### config.mk
export PLATFORM = sky130hd
export DESIGN_NAME = ace_req_arbiter
export DESIGN_NICKNAME = d
export VERILOG_FILES = /design/src/rtl/ace_req_arbiter.sv
export SDC_FILE = /design/constraint.sdc
export NUM_CORES = 1
export LEC_CHECK = 0
export CELL_PAD_IN_SITES_DETAIL_PLACEMENT = 0
export CELL_PAD_IN_SITES_GLOBAL_PLACEMENT = 1
export CORE_MARGIN = 8
export CORE_UTILIZATION = 27
export CTS_CLUSTER_DIAMETER = 200
export DETAILED_ROUTE_END_ITERATION = 16
export PLACE_DENSITY_LB_ADDON = 0.1
export SETUP_SLACK_MARGIN = 0.02
export SLEW_MARGIN = 30
export SYNTH_ARGS = -nofsm -noshare
export SYNTH_HDL_FRONTEND = slang
export SYNTH_SLANG_ARGS = --single-unit
### constraint.sdc
create_clock -name clk -period 1.5 [get_ports clk]
set_input_delay 0.225 -clock clk [delete_from_list [all_inputs] [get_ports clk]]
set_output_delay 0.225 -clock clk [all_outputs]
set_load 0.01 [all_outputs]
### src/rtl/ace_req_arbiter.sv
// rtl/ace_req_arbiter.sv - round-robin arbiter sharing one ACE master controller between cache requesters
//
// Purpose:
//   NUM_REQ cache-side requesters compete for a single ACE master controller.
//   A round-robin winner is latched and issued as a one-cycle read/write/invalid
//   pulse. The grant is held until the controller reports completion, which is
//   returned to the winner as a one-cycle done pulse. A watchdog aborts stuck
//   transactions with an error pulse and a sticky flag.
//
// Ports:
//   clk, rst          clock (posedge), synchronous active-high reset
//   req_valid[i]      request from requester i, held until its done/err
//   req_type[2i+1:2i] 00 read, 01 write, 10 invalid (make-unique), 11 reserved
//   req_addr[i]       request address, ADDR_W bits per requester
//   req_done[i]       one-cycle completion pulse to the granted requester
//   req_err[i]        one-cycle error pulse (reserved type or watchdog abort)
//   read_req          one-cycle read request to the controller
//   write_req         one-cycle write request to the controller
//   invalid_req       one-cycle make-unique request to the controller
//   addr_o            latched address of the granted request
//   ace_ready         controller transaction-complete pulse
//   ac_valid_mon      copy of interconnect AC_VALID (snoop pending)
//   ac_ready_mon      copy of controller AC_READY (controller idle)
//   busy              high while a request is in ISSUE or WAIT
//   grant_id          index of the current or most recent grant
//   timeout_flag      sticky watchdog-abort indicator, cleared only by rst

module ace_req_arbiter #(
    parameter  int NUM_REQ     = 2,
    parameter  int ADDR_W      = 32,
    parameter  int TIMEOUT_CYC = 1024,
    localparam int GW          = (NUM_REQ > 1) ? $clog2(NUM_REQ) : 1
) (
    input  logic                      clk,
    input  logic                      rst,
    input  logic [NUM_REQ-1:0]        req_valid,
    input  logic [2*NUM_REQ-1:0]      req_type,
    input  logic [ADDR_W*NUM_REQ-1:0] req_addr,
    output logic [NUM_REQ-1:0]        req_done,
    output logic [NUM_REQ-1:0]        req_err,
    output logic                      read_req,
    output logic                      write_req,
    output logic                      invalid_req,
    output logic [ADDR_W-1:0]         addr_o,
    input  logic                      ace_ready,
    input  logic                      ac_valid_mon,
    input  logic                      ac_ready_mon,
    output logic                      busy,
    output logic [GW-1:0]             grant_id,
    output logic                      timeout_flag
);

    localparam int CW = (TIMEOUT_CYC > 2) ? $clog2(TIMEOUT_CYC) : 1;
    localparam logic [CW-1:0] WD_TERM = CW'(TIMEOUT_CYC - 1);

    localparam logic [1:0] TYPE_READ  = 2'b00;
    localparam logic [1:0] TYPE_WRITE = 2'b01;
    localparam logic [1:0] TYPE_INVAL = 2'b10;
    localparam logic [1:0] TYPE_RSVD  = 2'b11;

    typedef enum logic [1:0] {
        ST_IDLE  = 2'd0,
        ST_ISSUE = 2'd1,
        ST_WAIT  = 2'd2
    } state_t;

    state_t              state_q;
    state_t              state_d;

    logic [1:0]          type_q;
    logic                err_pend_q;
    logic [GW-1:0]       last_grant_q;
    logic [CW-1:0]       wd_cnt_q;

    logic                win_found;
    logic [GW-1:0]       win_idx;
    logic [1:0]          win_type;
    logic [ADDR_W-1:0]   win_addr;
    logic                issue_ok;
    logic                wd_term;
    logic [NUM_REQ-1:0]  grant_oh;

    // Index 'offs' positions above 'base', wrapping at NUM_REQ.
    function automatic logic [GW-1:0] rr_index(input logic [GW-1:0] base, input int offs);
        int sum;
        sum = int'(base) + offs;
        if (sum >= NUM_REQ) begin
            sum = sum - NUM_REQ;
        end
        return sum[GW-1:0];
    endfunction

    // Round-robin search starting just above the last grant; the last
    // grant itself is visited last so a lone requester can still win.
    always_comb begin
        win_found = 1'b0;
        win_idx   = '0;
        for (int k = 1; k <= NUM_REQ; k++) begin
            if (!win_found && req_valid[rr_index(last_grant_q, k)]) begin
                win_found = 1'b1;
                win_idx   = rr_index(last_grant_q, k);
            end
        end
    end

    assign win_type = req_type[2*int'(win_idx) +: 2];
    assign win_addr = req_addr[ADDR_W*int'(win_idx) +: ADDR_W];

    // Snoops take precedence: never start a request while one is pending
    // or the controller is still busy. The cycle carrying a reserved-type
    // error pulse belongs to the old request, so no arbitration happens then.
    assign issue_ok = (state_q == ST_IDLE) && !err_pend_q && win_found
                      && ac_ready_mon && !ac_valid_mon;

    assign wd_term  = (wd_cnt_q == WD_TERM);
    assign grant_oh = {{(NUM_REQ-1){1'b0}}, 1'b1} << grant_id;

    always_ff @(posedge clk) begin
        if (rst) begin
            state_q <= ST_IDLE;
        end else begin
            state_q <= state_d;
        end
    end

    always_comb begin
        state_d     = state_q;
        read_req    = 1'b0;
        write_req   = 1'b0;
        invalid_req = 1'b0;
        req_done    = '0;
        req_err     = '0;
        busy        = 1'b0;

        case (state_q)
            ST_IDLE: begin
                if (err_pend_q) begin
                    req_err = grant_oh;
                end else if (issue_ok && (win_type != TYPE_RSVD)) begin
                    state_d = ST_ISSUE;
                end
            end

            ST_ISSUE: begin
                busy = 1'b1;
                case (type_q)
                    TYPE_READ:  read_req    = 1'b1;
                    TYPE_WRITE: write_req   = 1'b1;
                    TYPE_INVAL: invalid_req = 1'b1;
                    default:    ;
                endcase
                state_d = ST_WAIT;
            end

            ST_WAIT: begin
                busy = 1'b1;
                // Completion beats the watchdog when both land together.
                if (ace_ready) begin
                    req_done = grant_oh;
                    state_d  = ST_IDLE;
                end else if (wd_term) begin
                    req_err = grant_oh;
                    state_d = ST_IDLE;
                end
            end

            default: begin
                state_d = ST_IDLE;
            end
        endcase

        // Reset aborts whatever is in flight without reporting it.
        if (rst) begin
            read_req    = 1'b0;
            write_req   = 1'b0;
            invalid_req = 1'b0;
            req_done    = '0;
            req_err     = '0;
            busy        = 1'b0;
        end
    end

    always_ff @(posedge clk) begin
        if (rst) begin
            type_q       <= TYPE_READ;
            addr_o       <= '0;
            grant_id     <= '0;
            last_grant_q <= GW'(NUM_REQ - 1);
            err_pend_q   <= 1'b0;
            wd_cnt_q     <= '0;
            timeout_flag <= 1'b0;
        end else begin
            err_pend_q <= 1'b0;

            if (issue_ok) begin
                type_q     <= win_type;
                addr_o     <= win_addr;
                grant_id   <= win_idx;
                err_pend_q <= (win_type == TYPE_RSVD);
            end

            if ((state_q == ST_IDLE) && err_pend_q) begin
                last_grant_q <= grant_id;
            end

            if (state_q == ST_ISSUE) begin
                wd_cnt_q <= '0;
            end

            if (state_q == ST_WAIT) begin
                if (ace_ready) begin
                    last_grant_q <= grant_id;
                end else if (wd_term) begin
                    last_grant_q <= grant_id;
                    timeout_flag <= 1'b1;
                end else begin
                    wd_cnt_q <= wd_cnt_q + 1'b1;
                end
            end
        end
    end

    a_one_ctrl_pulse: assert property (@(posedge clk) disable iff (rst)
        $onehot0({read_req, write_req, invalid_req}));

    a_one_completion: assert property (@(posedge clk) disable iff (rst)
        $onehot0(req_done | req_err));

    a_no_issue_in_snoop: assert property (@(posedge clk) disable iff (rst)
        issue_ok |-> !ac_valid_mon);

endmodule

# == Word-level counts from Yosys, hierarchy flattened ==
# Index checks and enable logic that the tools add are counted.
# word_totals
register_bits,50
inputBits,75
output_inout_bits,42
# classes
addsub,5
n_lt_le_gt_ge,4
eq_ne,10
shifts,3
n_mux,42
n_bitwise,2
n_reduce_logical,16
# ops
operator,n
$shiftx A64 B7 Y32,1
$mux W10,4
$mux W1,25
$mux W2,11
$add A10 B1 Y10 const B,1
$eq A10 B10 Y1 const B,1
$logic_and A1 B1 Y1,7
$eq A2 B2 Y1 const B,3
$pmux W2 S3,1
$reduce_and A3 Y1,2
$eq A2 B1 Y1 const B,2
$logic_not A2 Y1,2
$lt A1 B2 Y1 const B,2
$ne A2 B2 Y1 const B,2
$pmux W2 S2,1
$reduce_or A2 Y1,2
$shiftx A4 B3 Y2,1
$add A1 B2 Y3 const B,1
$ge A3 B2 Y1 const B,1
$logic_not A1 Y1,3
$ne A3 B3 Y1 const B,1
$add A1 B1 Y2 const B,1
$ge A2 B2 Y1 const B,1
$ne A2 B1 Y1 const B,1
3 further kinds,5

# == Longest topological paths before layout ==
# Gate-level depths: netlist of the first run.
# depth
depth_word,16
depth_mapped,7
ltp_nobuf,6

# == Least setup slack after synthesis of the first run ==
# OpenSTA, ideal clock, no wires.
# synth_path
path_kind,register to output
start,reg wd_cnt_q[0]
end,out req_err[1]
t_arrival_ps,1509
required_time_ps,1275
path_slack_ps,-234
stages_incl_launch_ff,6
path_buffers,0
path_cell_list,dfxtp_1 ha_1 nand4_1 nor3_1 a22oi_1 nor3b_1
# synth_via
elab_chain_len,5
# synth_rtl
item,line_no,text
"start, declared",73,logic [CW-1:0] wd_cnt_q;
"start signal, assigned",217,wd_cnt_q <= wd_cnt_q + 1'b1;
$eq A10 B10 Y1,115,assign wd_term = (wd_cnt_q == WD_TERM);
$mux W2,161,end else if (wd_term) begin
$mux W2,158,if (ace_ready) begin
$pmux W2 S2,135,case (state_q)
$mux W2,173,if (rst) begin
"end, declared",40,"output logic [NUM_REQ-1:0] req_err,"
# Every way passes these cells.

# == Worst setup path in the final report of the first run ==
# layout_path
start,reg state_q[1]
end,reg state_q[1]
# layout_via
elab_chain_len,8
word_cells_on_any_way,13
cone_classes,eq/ne: 5; mux: 1; reduce/logical: 7
# layout_rtl
item,line_no,text
"start, declared",67,state_t state_q;
"start signal, assigned",122,state_q <= state_d;
$logic_not A2 Y1,"112, 135",
$logic_and A1 B1 Y1 (2 in a row),112,assign issue_ok = (state_q == ST_IDLE) && !err_pend_q && win_found
$logic_and A1 B1 Y1 (2 in a row),113,&& ac_ready_mon && !ac_valid_mon;
$logic_and A1 B1 Y1,139,end else if (issue_ok && (win_type != TYPE_RSVD)) begin
$ne A2 B1 Y1 (no line),n/a,
$reduce_and A3 Y1 (no line),n/a,
# Parallel ways exist; a longest one is shown, timed or not.
# A chain may end at the register's enable or synchronous reset.

==> impl_metrics.toml, run 1 <==
[synth]
netlist_area_um2 = 2520
synth-seq-area-share_pct = 39.7
ys_dominant_reg_cell = "dfxtp_1"
synth_area_per_cell_um2 = 9.41
ys_top_cells_by_area = "dfxtp_1 40%, mux2i_1 15%, a211oi_1 10%"
synth-seq-cells = 50
syn_inst = 268
syn-num-nets = 348
ys_top_cells_by_count = "50 x dfxtp_1, 40 x nor2_1, 37 x mux2i_1"
ys_warn_count = 0
synth_most_common_cell = "dfxtp_1"
ys_types = 44
synth_top_area_share_pct = 39.7
synth_top_area_cell = "dfxtp_1"
synth_edf_count = 0
async_reset_ff_share_pct = 0

[status]
status = "finished with violations"
failed_checks = "negative setup slack"

[timing]
worst_slack_ns = -0.297
fin_crit_sh_pct = 120
worst-slew-pin-transition_ns = 0.525
slew_viol_final = 0
rsz0062_at_grt = "yes"
setup_violations = 54
maxSlewHeadroom_pct = 65.0
hold_viol = 0
min_period_ns = 1.80
skew_ns = 0.00475
fmax_mhz = 556

[clock_tree]
cts_sinks = 50
clkTransAtPathRegs_ns = 0.09
cts_tree = "built"
cts.hold.buffers_added = 0
cts_max_path_buffers = 2
clk_latency_ns = 0.30
root_buffer = "clkbuf_8"
htree_levels = 2
numCtsBuffers = 5

[placed_design]
post-dp-hpwl_um = 6480
gp_congestion = 0.729
place_ws_ns = -0.421
port_buffers = 116
place_inst = 521

[worst_setup_path]
arrival_ns = 2.02
r2r_cells = 8
max_stage_delay_ns = 0.47
rr_startpoint = "state_q[1]"
cp_top_family = "compound AO/OA/AOI/OAI gates"
reg2reg_to = "state_q[1]"
required_ns = 1.72
worstSetupStartpointType = "register"
cp-startpoint = "state_q[1]"
cp_num_buf_inv = 4
cp_max_fo = 5
r2r_slack_ns = -0.30
worstPathCellList = "inv_4 -> buf_6 -> ha_4 -> buf_6 -> buf_6 -> o2111ai_4 -> a2111oi_4 -> mux2i_1"
cpMaxStageDelayCell = "a2111oi_4"
crit_type = "reg -> reg"
path_common_cell = "buf_6"
cp-end-kind = "register"

[floorplan]
start_util_pct = 27.5
fp.dieW_um = 113
die-height_um = 113
core_um2 = 9150
num_rows = 35
pin_count = 117
die-area_um2 = 12700

[pwr]
pwr-share-clk_pct = 16.6
pwr-share-comb_pct = 50.4
seqPwrFrac_pct = 33.0
ir_drop_v = 0.000363
cell_internal_pwr_uw = 3300
power_switching_uw = 1630
leakagePower_uw = 0.00234
p_per_area_nw_per_um2 = 951
switching_share_pct = 33.0

[routing]
drt_iter0_drc = 76
drt_pre_antenna_iters = 5
num_vias = 2726
wl_per_cell_um = 17.1
finalWirelength_um = 9570
drc = 0
via_per_inst = 4.86
ant_nets = 0

[cells_and_area]
final_util_pct = 56.6
area_delta_synth_final_pct = 105
drive_above_1_share_pct = 42.9
instances_no_fill = 561
fin_nets = 529
num_antenna_cells = 0

[global_route]
grt_start_max_net_pins = 32
grt_overflow_total = 0
grt_first_pass_wirelength_um = 15000
grt_pass1_vias = 2905
grt_usage_pct = 14.6
antenna_found_initial = 0

[worst_hold_path]
min_delay_path_depth = 3
min_from = "rst"
holdCritPathClass = "in -> reg"
hold_end = "wd_cnt_q[8]"

[flow_run]
drv_cap = 0
==> through the flow <==
stage          setup TNS (ns)  cell area, µm²  hold slack [ns]  power (µW)
2_1_floorplan               0            2580            0.421        2390
3_3_place_gp           -12.55            4160            0.432        3240
3_5_place_dp           -13.37            4160            0.444        3260
4_1_cts                 -9.73            4880            0.324        4800
5_1_grt                -11.45            5180            0.340        5230
6_report                -7.70            5180            0.343        4930
==> cell families after synthesis <==
| logic type | after synthesis | share of synthesized area, % |
|---|---|---|
| AND/OR/NAND/NOR | 86 | 16.9 |
| AO/OA/AOI/OAI | 65 | 21.0 |
| flip-flops | 50 | 39.7 |
| multiplexers | 37 | 14.7 |
| buffers and inverters | 22 | 4.17 |
| adder cells (fa/ha/maj) | 5 | 2.48 |
| XOR/XNOR | 3 | 1.04 |
==> how the worst max path moves through the flow <==
stage,end,cells past startpoint,slack (ns)
final,state_q[1],8,-0.30
after detailed placement,req_err[1],5,-0.42
after global routing,state_q[1],8,-0.40
after floorplan,req_err[1],5,0.02
after CTS,req_err[1],6,-0.34
after global placement,req_err[1],5,-0.38
==> what timing repair did <==
item                                    4_1_cts  5_1_grt
resized for setup                           131       92
buffers inserted                             21       10
endpoints found under the setup margin       57       73
pin swaps                                    49       35
gates cloned                                  8        0
==> layout make-up <==
| type | count | area (µm²) |
|---|---|---|
| clock buffers | 7 | 86.3 |
| multi-input cells | 197 | 1940 |
| inverters | 4 | 17.5 |
| clock inverters | 1 | 5.00 |
| fillers | 814 | 3970 |
| flip-flops and latches | 50 | 1010 |
| repair buffers | 191 | 1980 |
| well taps | 111 | 139 |
==> power groups by stage <==
stage / sequential, µW / clock (µW) / combinational, µW
floorplan: 1650 / 0 / 736
global placement: 1600 / 0 / 1640
detailed placement: 1600 / 0 / 1660
CTS: 1590 / 861 / 2350
global route: 1650 / 921 / 2660
finish: 1630 / 817 / 2480
==> cells in the final DEF, fill, tap and decap left out, types with 4 or more instances in the layout <==
master,netlist,layout
dfxtp_2,0,4
nor3b_2,0,5
nand2_1,10,9
a21o_1,4,4
a211oi_1,34,4
buf_2,6,9
buf_4,4,37
ha_4,0,4
clkbuf_8,0,6
mux2i_1,37,37
buf_6,0,29
a21oi_1,7,4
dfxtp_1,50,45
dlygate4sd2_1,0,4
nor2_4,0,20
clkdlybuf4s50_1,0,77
a211oi_2,0,30
nor2_1,40,9
nor3_2,1,4
dlymetal6s2s_1,0,26
nor2_2,0,11
buf_16,0,4
nand3_1,4,4
==> tightest hold or removal path, stage by stage <==
cell	delay (ns)
buf_2	0.12
buf_4	0.19
a21oi_1	0.05
==> sequential cells by signal (all words and copies together) (netlist names) <==
register and cells:
type_q 2, wd_cnt_q 10, addr_o 32, grant_id 1, err_pend_q 1, last_grant_q 1
state_q 2, timeout_flag 1
==> routing by layer <==
| layer | vias to the layer above | GRT usage (%) | routed length [µm] |
|---|---|---|---|
| met5 | - | 0 | 0 |
| met1 | 1284 | 17.7 | 4240 |
| met2 | 81 | 25.0 | 4730 |
| met4 | 0 | 3.33 | 69 |
| met3 | 7 | 4.08 | 539 |
| li1 | 1354 | - | - |
Note: power is estimated with default switching activity, not from simulation.
==> inputs of run 2 (changes only) <==
--- a/config.mk
+++ b/config.mk
@@ -11,6 +11,7 @@
 export CORE_UTILIZATION = 27
 export CTS_CLUSTER_DIAMETER = 200
 export DETAILED_ROUTE_END_ITERATION = 16
+export GPL_ROUTABILITY_DRIVEN = 0
 export PLACE_DENSITY_LB_ADDON = 0.1
 export SETUP_SLACK_MARGIN = 0.02
 export SLEW_MARGIN = 30
==> results of run 2 <==
No change in the layout: final DEF, timing and power equal those of run 1.
